==> src/rtl/pcileech_sysctl_pkg.sv <==
// Shared types for the board system-control block.
package pcileech_sysctl_pkg;

  typedef enum logic [1:0] {
    LED_OFF   = 2'd0,
    LED_ON    = 2'd1,
    LED_BLINK = 2'd2,
    LED_ACT   = 2'd3
  } led_mode_t;

  typedef enum logic [1:0] {
    LP_IDLE  = 2'd0,
    LP_HELD  = 2'd1,
    LP_FIRED = 2'd2
  } lp_state_t;

endpackage

==> src/rtl/pcileech_sysctl_debounce.sv <==
// Two-flop synchroniser plus stable-count debounce for one active-low button.
module pcileech_sysctl_debounce
  import pcileech_sysctl_pkg::*;
#(
  parameter int unsigned DEBOUNCE_CYCLES = 100000
) (
  input  logic i_clk,
  input  logic i_rst_n,
  input  logic i_btn_n,
  output logic o_state
);

  localparam int unsigned CNT_W = $clog2(DEBOUNCE_CYCLES + 1);
  localparam logic [CNT_W-1:0] CNT_LAST = CNT_W'(DEBOUNCE_CYCLES - 1);

  logic             r_s1;
  logic             r_s2;
  logic             r_state;
  logic [CNT_W-1:0] r_cnt;

  // Flip only after the synchronised level has disagreed for DEBOUNCE_CYCLES cycles.
  always_ff @(posedge i_clk) begin
    if (!i_rst_n) begin
      r_s1    <= 1'b0;
      r_s2    <= 1'b0;
      r_state <= 1'b0;
      r_cnt   <= '0;
    end else begin
      r_s1 <= ~i_btn_n;
      r_s2 <= r_s1;
      if (r_s2 != r_state) begin
        if (r_cnt == CNT_LAST) begin
          r_state <= r_s2;
          r_cnt   <= '0;
        end else begin
          r_cnt <= r_cnt + CNT_W'(1);
        end
      end else begin
        r_cnt <= '0;
      end
    end
  end

  assign o_state = r_state;

endmodule

==> src/rtl/pcileech_sysctl_mgr.sv <==
// Board system control: tick counter, reset stretcher, button debounce,
// long-press config reload and per-LED mode driver.
module pcileech_sysctl_mgr
  import pcileech_sysctl_pkg::*;
#(
  parameter int unsigned NUM_BTN          = 2,
  parameter int unsigned NUM_LED          = 2,
  parameter int unsigned RST_BTN          = 1,
  parameter int unsigned RELOAD_BTN       = 1,
  parameter int unsigned DEBOUNCE_CYCLES  = 100000,
  parameter int unsigned RST_STRETCH      = 64,
  parameter int unsigned LONGPRESS_CYCLES = 500000000,
  parameter int unsigned ACT_STRETCH      = 1000000,
  parameter int unsigned BLINK_BIT        = 24,
  parameter int unsigned PWRON_BIT        = 27,
  parameter int unsigned PWRON_BLINK      = 1
) (
  input  logic                 i_clk,
  input  logic                 i_rst_n,
  input  logic [NUM_BTN-1:0]   i_btn_n,
  input  logic [2*NUM_LED-1:0] i_led_mode,
  input  logic [NUM_LED-1:0]   i_led_act,
  output logic [NUM_LED-1:0]   o_led_n,
  output logic [NUM_BTN-1:0]   o_btn_state,
  output logic                 o_sys_rst,
  output logic                 o_cfg_reload,
  output logic [63:0]          o_tickcount
);

  localparam int unsigned STR_W  = $clog2(RST_STRETCH + 1);
  localparam int unsigned HOLD_W = $clog2(LONGPRESS_CYCLES + 1);
  localparam int unsigned ACT_W  = $clog2(ACT_STRETCH + 1);
  localparam logic [STR_W-1:0]  STR_LOAD  = STR_W'(RST_STRETCH);
  localparam logic [HOLD_W-1:0] HOLD_LAST = HOLD_W'(LONGPRESS_CYCLES - 1);
  localparam logic [ACT_W-1:0]  ACT_LOAD  = ACT_W'(ACT_STRETCH);

  logic [NUM_BTN-1:0]            w_btn_state;
  logic                          w_rst_btn;
  logic                          w_rel_btn;
  logic [STR_W-1:0]              w_str_next;
  logic                          w_pwron;
  logic [NUM_LED-1:0]            w_lit;
  logic [NUM_LED-1:0][ACT_W-1:0] w_act_next;

  logic [63:0]                   r_tickcount;
  logic [STR_W-1:0]              r_str_cnt;
  logic                          r_sys_rst;
  lp_state_t                     r_lp_state;
  logic [HOLD_W-1:0]             r_hold_cnt;
  logic                          r_cfg_reload;
  logic [NUM_LED-1:0][ACT_W-1:0] r_act_cnt;
  logic [NUM_LED-1:0]            r_led_n;

  for (genvar g = 0; g < NUM_BTN; g++) begin : g_btn
    pcileech_sysctl_debounce #(
      .DEBOUNCE_CYCLES(DEBOUNCE_CYCLES)
    ) u_debounce (
      .i_clk  (i_clk),
      .i_rst_n(i_rst_n),
      .i_btn_n(i_btn_n[g]),
      .o_state(w_btn_state[g])
    );
  end

  assign w_rst_btn = w_btn_state[RST_BTN];
  assign w_rel_btn = w_btn_state[RELOAD_BTN];

  // sys_rst tracks the next stretch value so it drops exactly RST_STRETCH cycles after release.
  assign w_str_next = w_rst_btn ? STR_LOAD :
                      ((r_str_cnt != '0) ? (r_str_cnt - STR_W'(1)) : '0);

  always_ff @(posedge i_clk) begin
    if (!i_rst_n) begin
      r_tickcount <= 64'd0;
      r_str_cnt   <= STR_LOAD;
      r_sys_rst   <= 1'b1;
    end else begin
      r_tickcount <= w_rst_btn ? 64'd0 : (r_tickcount + 64'd1);
      r_str_cnt   <= w_str_next;
      r_sys_rst   <= (w_str_next != '0);
    end
  end

  // Long-press: one reload pulse per press, independent of sys_rst.
  always_ff @(posedge i_clk) begin
    if (!i_rst_n) begin
      r_lp_state   <= LP_IDLE;
      r_hold_cnt   <= '0;
      r_cfg_reload <= 1'b0;
    end else begin
      r_cfg_reload <= 1'b0;
      case (r_lp_state)
        LP_IDLE: begin
          if (w_rel_btn) begin
            r_lp_state <= LP_HELD;
            r_hold_cnt <= '0;
          end
        end
        LP_HELD: begin
          if (!w_rel_btn) begin
            r_lp_state <= LP_IDLE;
          end else if (r_hold_cnt == HOLD_LAST) begin
            r_lp_state   <= LP_FIRED;
            r_cfg_reload <= 1'b1;
          end else begin
            r_hold_cnt <= r_hold_cnt + HOLD_W'(1);
          end
        end
        LP_FIRED: begin
          if (!w_rel_btn) begin
            r_lp_state <= LP_IDLE;
          end
        end
        default: r_lp_state <= LP_IDLE;
      endcase
    end
  end

  assign w_pwron = (r_tickcount >> PWRON_BIT) == 64'd0;

  // ACT lit state uses the post-strobe counter so a strobe lights the LED on the next cycle.
  always_comb begin
    w_lit      = '0;
    w_act_next = r_act_cnt;
    for (int i = 0; i < int'(NUM_LED); i++) begin
      if (i_led_act[i]) begin
        w_act_next[i] = ACT_LOAD;
      end else if (r_act_cnt[i] != '0) begin
        w_act_next[i] = r_act_cnt[i] - ACT_W'(1);
      end
      case (led_mode_t'(i_led_mode[2*i +: 2]))
        LED_OFF:   w_lit[i] = 1'b0;
        LED_ON:    w_lit[i] = 1'b1;
        LED_BLINK: w_lit[i] = r_tickcount[BLINK_BIT];
        LED_ACT:   w_lit[i] = (w_act_next[i] != '0);
        default:   w_lit[i] = 1'b0;
      endcase
    end
    if ((PWRON_BLINK != 0) && w_pwron) begin
      w_lit[0] = w_lit[0] ^ r_tickcount[BLINK_BIT];
    end
  end

  always_ff @(posedge i_clk) begin
    if (!i_rst_n) begin
      r_act_cnt <= '0;
      r_led_n   <= '1;
    end else begin
      r_act_cnt <= w_act_next;
      r_led_n   <= ~w_lit;
    end
  end

  assign o_led_n      = r_led_n;
  assign o_btn_state  = w_btn_state;
  assign o_sys_rst    = r_sys_rst;
  assign o_cfg_reload = r_cfg_reload;
  assign o_tickcount  = r_tickcount;

endmodule
==> config.mk <==
export PLATFORM = sky130hd
export DESIGN_NAME = pcileech_sysctl_mgr
export DESIGN_NICKNAME = d
export VERILOG_FILES = /design/src/rtl/pcileech_sysctl_pkg.sv /design/src/rtl/pcileech_sysctl_debounce.sv /design/src/rtl/pcileech_sysctl_mgr.sv
export SDC_FILE = /design/constraint.sdc
export NUM_CORES = 1
export LEC_CHECK = 0
export ABC_AREA = 1
export ABC_CLOCK_PERIOD_IN_PS = 3700
export CAP_MARGIN = 40
export CORE_UTILIZATION = 40
export CTS_CLUSTER_DIAMETER = 30
export CTS_CLUSTER_SIZE = 25
export DETAILED_ROUTE_END_ITERATION = 6
export GPL_TIMING_DRIVEN = 1
export SYNTH_ARGS = -nofsm -noshare
export SYNTH_HDL_FRONTEND = slang
export SYNTH_HIERARCHICAL = 1
export SYNTH_SLANG_ARGS = --single-unit
export TNS_END_PERCENT = 100
==> constraint.sdc <==
create_clock -name i_clk -period 3.7 [get_ports i_clk]
set_input_delay 0.74 -clock i_clk [delete_from_list [all_inputs] [get_ports i_clk]]
set_output_delay 0.74 -clock i_clk [all_outputs]
set_load 0.01 [all_outputs]
==> results.toml, run 1 <==
[run_status]
status = "finished, final reports clean"

[synthesis]
synth_nets = 1621
synthTopCellsByArea = "dfxtp_1 (35%), nand2_1 (12%), nor2_1 (9.9%), inv_1 (6.7%), nand3_1 (5.5%)"
synth_ff_type = "dfxtp_1"
syn_inst = 1601
yosys_warnings = 6
yosysTopAreaCell = "dfxtp_1"
yosysTopAreaCellShare_pct = 35.0
ys_ff_latch = 186
synthTopCellsByCount = "nand2_1 (339), nor2_1 (280), inv_1 (189)"
synthArstFlopShare_pct = 0
synth_cell_types = 48
synth_area_um2 = 10600
synth_most_common_cell = "nand2_1"
yosysSeqAreaShare_pct = 35.0
syn_avg_cell_area_um2 = 6.64
synth_edf_count = 0

[cts]
ctsHoldBuffers = 0
cts_resized = 0
clk_path_buf_depth = 2
clk_pin_slew_worst_paths_ns = 0.07
htreeDepth = 4
clkLatencyLatePin_ns = 0.44
clock_sinks = 186
clock-root-buffer = "clkbuf_16"
tritoncts = "done"
cts_setup_buffers = 0
cts_made_buffers = 17

[global_routing]
grt_max_degree = 69
grt_usage_pct = 21.3
antenna_found_initial = 0
grt_pass1_wl_um = 46700
grt_overflow_total = 0
first_global_vias = 9669

[setup_path]
reg2reg_to = "r_hold_cnt[11]"
crit_top_cell = "inv_2"
start_kind = "register"
critical_path_required_ns = 3.97
regToRegSetupSlack_ns = 1.07
ff2ff_path_depth = 10
arrival_ns = 2.90
worst_path_largest_cell_delay_ns = 0.56
crit_chain = "ha_1 > inv_1 > nor3_4 > nand2_1 > inv_2 > nand3_2 > o21ai_2 > inv_2 > nand4_1 > a21oi_1"
critPathKind = "reg -> reg"
timing.rr.start = "r_hold_cnt[1]"
crit_slowest_cell = "o21ai_2"
crit_fanout = 28
crit_path_end_kind = "register"

[drt]
route.detailed.drc = 0
firstDrtPassIters = 7
drt_iter0_markers = 570
antenna_left = 0
vias = 10209
via_per_inst = 5.05
wl_um = 27800
wl_per_cell_um = 13.7

[layout]
drive_gt1_share_pct = 6.69
n_antenna_cell = 0
n_fill_cell = 2699
nNetsFinal = 1695
syn2layout_area_growth_pct = 15.9

[worst_hold_path]
min_to = "g_btn[1].u_debounce/r_s2"
holdPathStages = 2
min_path_type = "reg -> reg"
hold_start = "g_btn[1].u_debounce/r_s1"

[die]
ioPinCount = 80
die_w_um = 165
start_util_pct = 40.8
rows = 59
core-area_um2 = 26100
dieHeight_um = 165
dieArea_um2 = 27200

[pwr]
p_leak_uw = 0.00444
powerDensity_nw_per_um2 = 373
p_total_uw = 4600
ir_drop_mv = 0.286

[timing]
fmax_mhz = 380
finalCritPeriodShare_pct = 71.1
slew_viol_final = 0
skew_ns = 0.0171
timing.final.crit_period_ns = 2.63
rsz0062_at_grt = "no"
fin_setup_tns_ns = 0
slew-limit-headroom_pct = 45.0
hold_violations = 0
setup_viol = 0
tightestPinTransition_ns = 0.824

[place]
numPortBuffers = 79
gp_congestion = 0.893
dpl.hpwl_um = 20900

[flow_run]
drv_cap = 0
==> worst max-delay path, delay by kind of cell, from the launching register on <==
kind | cells | cell delay (ns)
AOI/OAI and AO/OA | 2 | 0.64
buffers and inverters | 3 | 0.62
DFF | 1 | 0.38
adders and majority gates | 1 | 0.21
and+or+nand+nor | 4 | 0.61
==> final cells by class <==
| type | instances | area, um^2 | area share, % |
|---|---|---|---|
| clock buffers | 19 | 453 | 3.68 |
| clock inverters | 13 | 129 | 1.05 |
| inverters | 196 | 736 | 5.97 |
| multi-input cells | 1188 | 6000 | 48.7 |
| flip-flops and latches | 186 | 3720 | 30.2 |
| well taps | 335 | 419 | 3.40 |
| repair buffers | 86 | 863 | 7.01 |
==> how the worst max path moves through the flow <==
stage                   from         endpoint  slack (ns)
2_1_floorplan        i_rst_n  o_tickcount[12]        1.71
4_1_cts        r_hold_cnt[1]    r_hold_cnt[9]        1.05
5_1_grt        r_hold_cnt[1]    r_hold_cnt[8]        0.77
3_3_place_gp         i_rst_n  o_tickcount[48]        1.05
6_report       r_hold_cnt[1]   r_hold_cnt[11]        1.07
3_5_place_dp    i_led_act[0]       o_led_n[0]        1.05
==> state kept, by name (all words and copies together), names as in the netlist, 2 cells and up <==
name	count
r_hold_cnt	29
r_lp_state	2
g_btn.u_debounce/o_state	2
r_act_cnt	40
g_btn.u_debounce/r_s1	2
o_led_n	2
g_btn.u_debounce/r_s2	2
g_btn.u_debounce/r_cnt	34
o_tickcount	64
r_str_cnt	7
==> per-stage QoR <==
stage	hold WS [ns]	cell area, um^2	std cells	utilization, %	worst slack [ns]
finish	0.415	12300	2023	47.3	1.07
detailed placement	0.398	11700	1991	45.1	1.05
global route	0.435	12300	2023	47.3	0.773
CTS	0.416	12300	2023	47.3	1.05
floorplan	0.390	10600	1601	-	1.71
global placement	0.396	11700	1990	45.0	1.05
==> placed cells by master (no fill, tap or decap), types with 7 or more instances in the layout <==
| cell type | count |
|---|---|
| nand3_1 | 117 |
| nor3_2 | 7 |
| clkbuf_16 | 17 |
| a21oi_1 | 91 |
| nand2_2 | 9 |
| xnor2_1 | 17 |
| nand3b_1 | 14 |
| nand2_1 | 339 |
| nor4_1 | 23 |
| a21oi_2 | 7 |
| clkdlybuf4s50_1 | 79 |
| nand4_1 | 45 |
| nor2_2 | 11 |
| o21ai_0 | 38 |
| nor2_4 | 13 |
| clkinv_4 | 7 |
| xor2_1 | 50 |
| inv_1 | 189 |
| dfxtp_1 | 186 |
| ha_1 | 10 |
| nor2_1 | 279 |
| nor3_1 | 66 |
==> kinds of logic (layout without fill, tap and decap cells) <==
| group | Yosys count | count (layout) | share of synthesized area (%) |
|---|---|---|---|
| AND/OR/NAND/NOR | 955 | 955 | 41.8 |
| XOR/XNOR | 67 | 67 | 5.52 |
| adder cells (fa/ha/maj) | 10 | 10 | 1.18 |
| buffers and inverters | 227 | 314 | 8.55 |
| flip-flops | 186 | 186 | 35.0 |
| AO/OA/AOI/OAI | 156 | 156 | 7.90 |
==> report_power, final <==
group	leakage [uW]	switching, uW	internal (uW)
combinational	0.00265	431	238
sequential	0.00151	62.8	2080
clock	0.000287	866	929
==> layer usage <==
layer	share of wire, %	up-vias	routed length, um	global-route usage, %
li1	-	5334	-	-
met4	2.0	0	555	7.55
met3	4.3	36	1200	2.94
met1	47	4627	13100	27.7
met2	47	212	12900	35.9
met5	0	-	0	0
Power figures use the tool's default switching activity.
==> run 2, diff against run 1 <==
- ABC_CLOCK_PERIOD_IN_PS: 3700 -> 2530
- clock period: 3.7 -> 2.53 ns (I/O delays scaled with it)
==> run 2 against run 1 <==
  * Clock skew is 0.0037 ns lower
  * Critical path depth increased by 1
  * Largest cell class unchanged
  * Register-to-register slack worse by 0.74 ns
  * Sequential share of layout area shrank 0.23 points
  * Cell area grew 0.76%
  * Critical endpoint is now o_tickcount[52]
==> results.toml, run 2 (synthesis results as in run 1) <==
[die]
dieArea_um2 = 27200
rows = 59
ioPinCount = 80
die_w_um = 165
core-area_um2 = 26100
dieHeight_um = 165
start_util_pct = 40.8

[timing]
hold_violations = 0
finalCritPeriodShare_pct = 87.1
slew-limit-headroom_pct = 52.6
rsz0062_at_grt = "no"
skew_ns = 0.0134
fin_setup_tns_ns = 0
setup_viol = 0
tightestPinTransition_ns = 0.704
slew_viol_final = 0
timing.final.crit_period_ns = 2.20
fmax_mhz = 454

[setup_path]
arrival_ns = 2.53
critPathKind = "reg -> reg"
startpoint = "o_tickcount[0]"
crit_path_end = "o_tickcount[52]"
crit_path_end_kind = "register"
critical_path_required_ns = 2.85
timing.rr.start = "o_tickcount[0]"
regToRegSetupSlack_ns = 0.33
ff2ff_path_depth = 11
reg2reg_to = "o_tickcount[52]"
start_kind = "register"
crit_fanout = 6

[cts]
clock-root-buffer = "clkbuf_16"
clk_pin_slew_worst_paths_ns = 0.08
clkLatencyLatePin_ns = 0.43
clk_path_buf_depth = 2
tritoncts = "done"
cts_made_buffers = 17
cts_resized = 0
clock_sinks = 186
htreeDepth = 4
cts_setup_buffers = 0
ctsHoldBuffers = 0

[place]
dpl.hpwl_um = 21000
gp_congestion = 0.907
numPortBuffers = 79

[layout]
largest_reg_flops = 64
n_fill_cell = 2650
final_common_cell = "nand2_1"
syn2layout_area_growth_pct = 16.8
drive_gt1_share_pct = 7.19
nNetsFinal = 1705
multiInputGateArea_um2 = 6000
mostFrequentLayoutCells = "nand2_1 (339), nor2_1 (279), inv_1 (189), dfxtp_1 (186), nand3_1 (117)"
n_antenna_cell = 0
register_area_um2 = 3720

[drt]
wl_per_cell_um = 13.6
antenna_left = 0
wl_um = 27700
via_per_inst = 5.08
vias = 10329
drt_iter0_markers = 635
firstDrtPassIters = 5
route.detailed.drc = 0

[global_routing]
grt_pass1_wl_um = 46000
antenna_found_initial = 0
grt_max_degree = 50
first_global_vias = 9445
grt_usage_pct = 21.1
grt_overflow_total = 0

[pwr]
p_leak_uw = 0.00449
ir_drop_mv = 0.395
powerDensity_nw_per_um2 = 556
p_total_uw = 6900

[flow_run]
drv_cap = 0

[worst_hold_path]
min_path_type = "reg -> reg"

[run_status]
status = "finished, final reports clean"
[run 2: cell count changes in the layout (fill, tap and decap cells not counted)]
| cell | change |
|---|---|
| clkinv_4 | -5 |
| buf_12 | +1 |
| buf_16 | -1 |
| clkinv_8 | -1 |
| clkinv_2 | +1 |
| clkinvlp_4 | +4 |
| inv_6 | +1 |
| inv_8 | -3 |
| clkbuf_8 | -1 |
| bufinv_16 | +3 |
| buf_4 | +10 |
[run 2: final cells by class]
| type | count | area share [%] |
|---|---|---|
| multi-input cells | 1188 | 48.3 |
| flip-flops and latches | 186 | 30.0 |
| repair buffers | 96 | 7.50 |
| inverters | 196 | 5.93 |
| clock buffers | 18 | 3.54 |
| well taps | 335 | 3.38 |
| clock inverters | 13 | 1.36 |
[run 2: through the flow]
step | instance area [um^2] | std cells | util (%) | hold slack (ns) | setup WS, ns
3_3_place_gp | 11800 | 2001 | 45.3 | 0.400 | 0.350
3_5_place_dp | 11800 | 2001 | 45.3 | 0.401 | 0.309
2_1_floorplan | 10600 | 1601 | - | 0.390 | 0.598
5_1_grt | 12400 | 2032 | 47.6 | 0.457 | 0.133
6_report | 12400 | 2032 | 47.6 | 0.415 | 0.325
4_1_cts | 12400 | 2032 | 47.6 | 0.417 | 0.343
[run 2: worst min path at each step]
stage | start | end | slack, ns | cells past startpoint
finish | g_btn[1].u_debounce/r_s1 | g_btn[1].u_debounce/r_s2 | 0.41 | 2
global route | g_btn[1].u_debounce/r_s1 | g_btn[1].u_debounce/r_s2 | 0.46 | 2
CTS | g_btn[1].u_debounce/r_s1 | g_btn[1].u_debounce/r_s2 | 0.42 | 2
detailed placement | g_btn[1].u_debounce/r_s1 | g_btn[1].u_debounce/r_s2 | 0.40 | 2
global placement | g_btn[0].u_debounce/r_s1 | g_btn[0].u_debounce/r_s2 | 0.40 | 2
floorplan | g_btn[0].u_debounce/r_s1 | g_btn[0].u_debounce/r_s2 | 0.39 | 2
[run 2: routing by layer]
| layer | wire, um | track usage [%] | part of all wire (%) |
|---|---|---|---|
| met1 | 13100 | 28.0 | 48 |
| met2 | 12900 | 34.9 | 47 |
| met3 | 1140 | 2.91 | 4.1 |
| met4 | 512 | 7.01 | 1.9 |
| met5 | 0 | 0 | 0 |
[run 2: power by group]
group | switching [uW] | leakage (uW) | total, uW | internal [uW]
Sequential | 89.8 | 0.00151 | 3130 | 3040
Clock | 1200 | 0.000285 | 2790 | 1590
Combinational | 632 | 0.00269 | 984 | 352
[run 2: critical path, stage by stage (launching register included)]
cell and delay, ns:
dfxtp_1 0.38, ha_1 0.20, nand2_2 0.08, nor2_4 0.13, nand2_2 0.09, nor2_4 0.15, nand2_4 0.11, nor4_2 0.31
nand4_1 0.26, nor2_1 0.18, xor2_1 0.16, nor2_1 0.05
==> run 3, diff against run 2 <==
- CORE_MARGIN: default -> 2
- CTS_CLUSTER_DIAMETER: 30 -> default
- SYNTH_HIERARCHICAL: 1 -> default
==> run 3 against run 2 <==
  * The flow now finishes with violations (DRC)
  * Combinational power fell by 2%
  * Final cell count fell by 2.3%
  * Sequential power barely moved
  * Worst setup slack got worse by 0.063 ns
  * Power rose by 0.51%
  * Via count fell by 2.0%
  * Critical path type unchanged
  * Count of clock-buffer cells in the layout fell by 1
  * Critical path depth rose by 1
==> results.toml, run 3 <==
[cts]
clock_sinks = 186
clock-root-buffer = "clkbuf_16"
ctsHoldBuffers = 0
clk_path_buf_depth = 2
clk_pin_slew_worst_paths_ns = 0.08
cts_setup_buffers = 0
cts_made_buffers = 17
cts_resized = 0
tritoncts = "done"
htreeDepth = 4
clkLatencyLatePin_ns = 0.44

[pwr]
ir_drop_mv = 0.412
p_leak_uw = 0.00439
powerDensity_nw_per_um2 = 570

[die]
die_w_um = 164
dieArea_um2 = 27000
core-area_um2 = 25200
rows = 58
dieHeight_um = 164
start_util_pct = 40.8
ioPinCount = 80

[synthesis]
yosysSeqAreaShare_pct = 36.2
synth_edf_count = 0
synthArstFlopShare_pct = 0
yosysTopAreaCellShare_pct = 36.2
synthTopCellsByArea = "dfxtp_1 (36%), nand2_1 (11%), nor2_1 (9.5%), inv_1 (7.9%), a21oi_1 (5.0%)"
syn_avg_cell_area_um2 = 6.64
synth_area_um2 = 10300
synth_most_common_cell = "nand2_1"
yosys_warnings = 0
synth_cell_types = 48
yosysTopAreaCell = "dfxtp_1"
ys_ff_latch = 186
syn_inst = 1548
synth_ff_type = "dfxtp_1"
synthTopCellsByCount = "nand2_1 (288), nor2_1 (259), inv_1 (217)"
synth_nets = 1568

[place]
numPortBuffers = 79
dpl.hpwl_um = 21200
preCtsSetupSlack_ns = 0.162
gp_congestion = 0.929
place_area_um2 = 11600

[setup_path]
crit_path_end_kind = "register"
worst_path_largest_cell_delay_ns = 0.41
crit_chain = "ha_1 > nand2_1 > nor2_4 > nand2_1 > nor2_2 > inv_2 > nor2_4 > nand4_2 > nor2_4 > nand4_1 > o21ai_0 > a21oi_1"
crit_family = "simple AND/OR/NAND/NOR gates"
crit_top_cell = "nor2_4"
critPathKind = "reg -> reg"
critical_path_required_ns = 2.86
arrival_ns = 2.60
critPathBufInv = 1
crit_fanout = 9
start_kind = "register"
crit_slowest_cell = "dfxtp_1"

[drt]
via_per_inst = 5.10
firstDrtPassIters = 7
vias = 10124
wl_um = 27800
wl_per_cell_um = 14.0
drt_iter0_markers = 662
route.detailed.drc = 5
antenna_left = 0

[timing]
skew_ns = 0.0165
rsz0062_at_grt = "no"
timing.final.crit_period_ns = 2.27
fin_setup_tns_ns = 0
fmax_mhz = 441
slew-limit-headroom_pct = 57.1
layout_setup_ws_ns = 0.263
finalCritPeriodShare_pct = 89.6
tightestPinTransition_ns = 0.643
setup_viol = 0
hold_violations = 0
slew_viol_final = 0

[global_routing]
antenna_found_initial = 0
grt_overflow_total = 0
grt_max_degree = 38
grt_pass1_wl_um = 46400
first_global_vias = 9592
grt_usage_pct = 21.3

[layout]
nNetsFinal = 1663
utilization_pct = 48.3
mostFrequentLayoutCells = "nand2_1 (288), nor2_1 (259), inv_1 (217), dfxtp_1 (186), a21oi_1 (102)"
drive_gt1_share_pct = 7.31
largest_reg_flops = 64
multiInputGateArea_um2 = 5570
register_area_um2 = 3720
syn2layout_area_growth_pct = 18.3
n_fill_cell = 2553
final_common_cell = "nand2_1"
final_cell_area_um2 = 12200

[run_status]
status = "complete, but fails checks"
violations = "DRC"

[flow_run]
drv_cap = 0

[worst_hold_path]
min_path_type = "reg -> reg"
[run 3: metrics by stage]
step / hold slack [ns] / instances / power (uW)
2_1_floorplan: 0.390 / 1548 / 3910
3_3_place_gp: 0.402 / 1954 / 4140
3_5_place_dp: 0.414 / 1954 / 4150
4_1_cts: 0.426 / 1985 / 7000
5_1_grt: 0.455 / 1985 / 7280
6_report: 0.420 / 1986 / 6930
[run 3: worst paths after layout]
path	cells past startpoint	end	slack (ns)	from
setup / recovery	12	o_tickcount[50]	0.26	o_tickcount[0]
hold / removal	2	g_btn[1].u_debounce.r_s2	0.42	g_btn[1].u_debounce.r_s1
hold reg to reg	2	g_btn[1].u_debounce.r_s2	0.42	g_btn[1].u_debounce.r_s1
setup reg to reg	12	o_tickcount[50]	0.26	o_tickcount[0]
[run 3: final cells by class]
cell class	instances	area share, %
Sequential cell	186	30.6
Timing Repair Buffer	105	8.20
Multi-Input combinational cell	1108	45.8
Tap cell	330	3.39
Clock inverter	14	1.56
Clock buffer	17	3.50
Antenna cell	1	0.0206
Inverter	225	6.94
[run 3: worst register-to-register path, stage by stage, from the launching register on]
cell,delay (ns)
dfxtp_1,0.41
ha_1,0.19
nand2_1,0.10
nor2_4,0.22
nand2_1,0.11
nor2_2,0.19
inv_2,0.07
nor2_4,0.10
nand4_2,0.17
nor2_4,0.24
nand4_1,0.14
o21ai_0,0.18
a21oi_1,0.05
[run 3: routing by layer]
layer  wire length (um)  part of all wire [%]  global-route usage (%)  vias up
met5                  0                     0                       0        -
met4                410                   1.5                    6.58        0
met3               1490                   5.4                    3.89       37
met2              12600                    46                    35.3      233
met1              13200                    48                    28.2     4619
li1                   -                     -                       -     5235
[run 3: cells by family after synthesis]
kind of cell | synth area share, %
xor gates and xnor gates | 3.92
adders and majority gates | 1.22
buffers and inverters | 9.61
AOI/OAI and AO/OA | 9.06
and+or+nand+nor | 40.0
DFF | 36.2
[run 3: where the power goes]
group / internal, uW / total [uW] / switching, uW
registers: 3040 / 3130 / 95.4
logic: 355 / 965 / 610
clock network: 1580 / 2840 / 1260
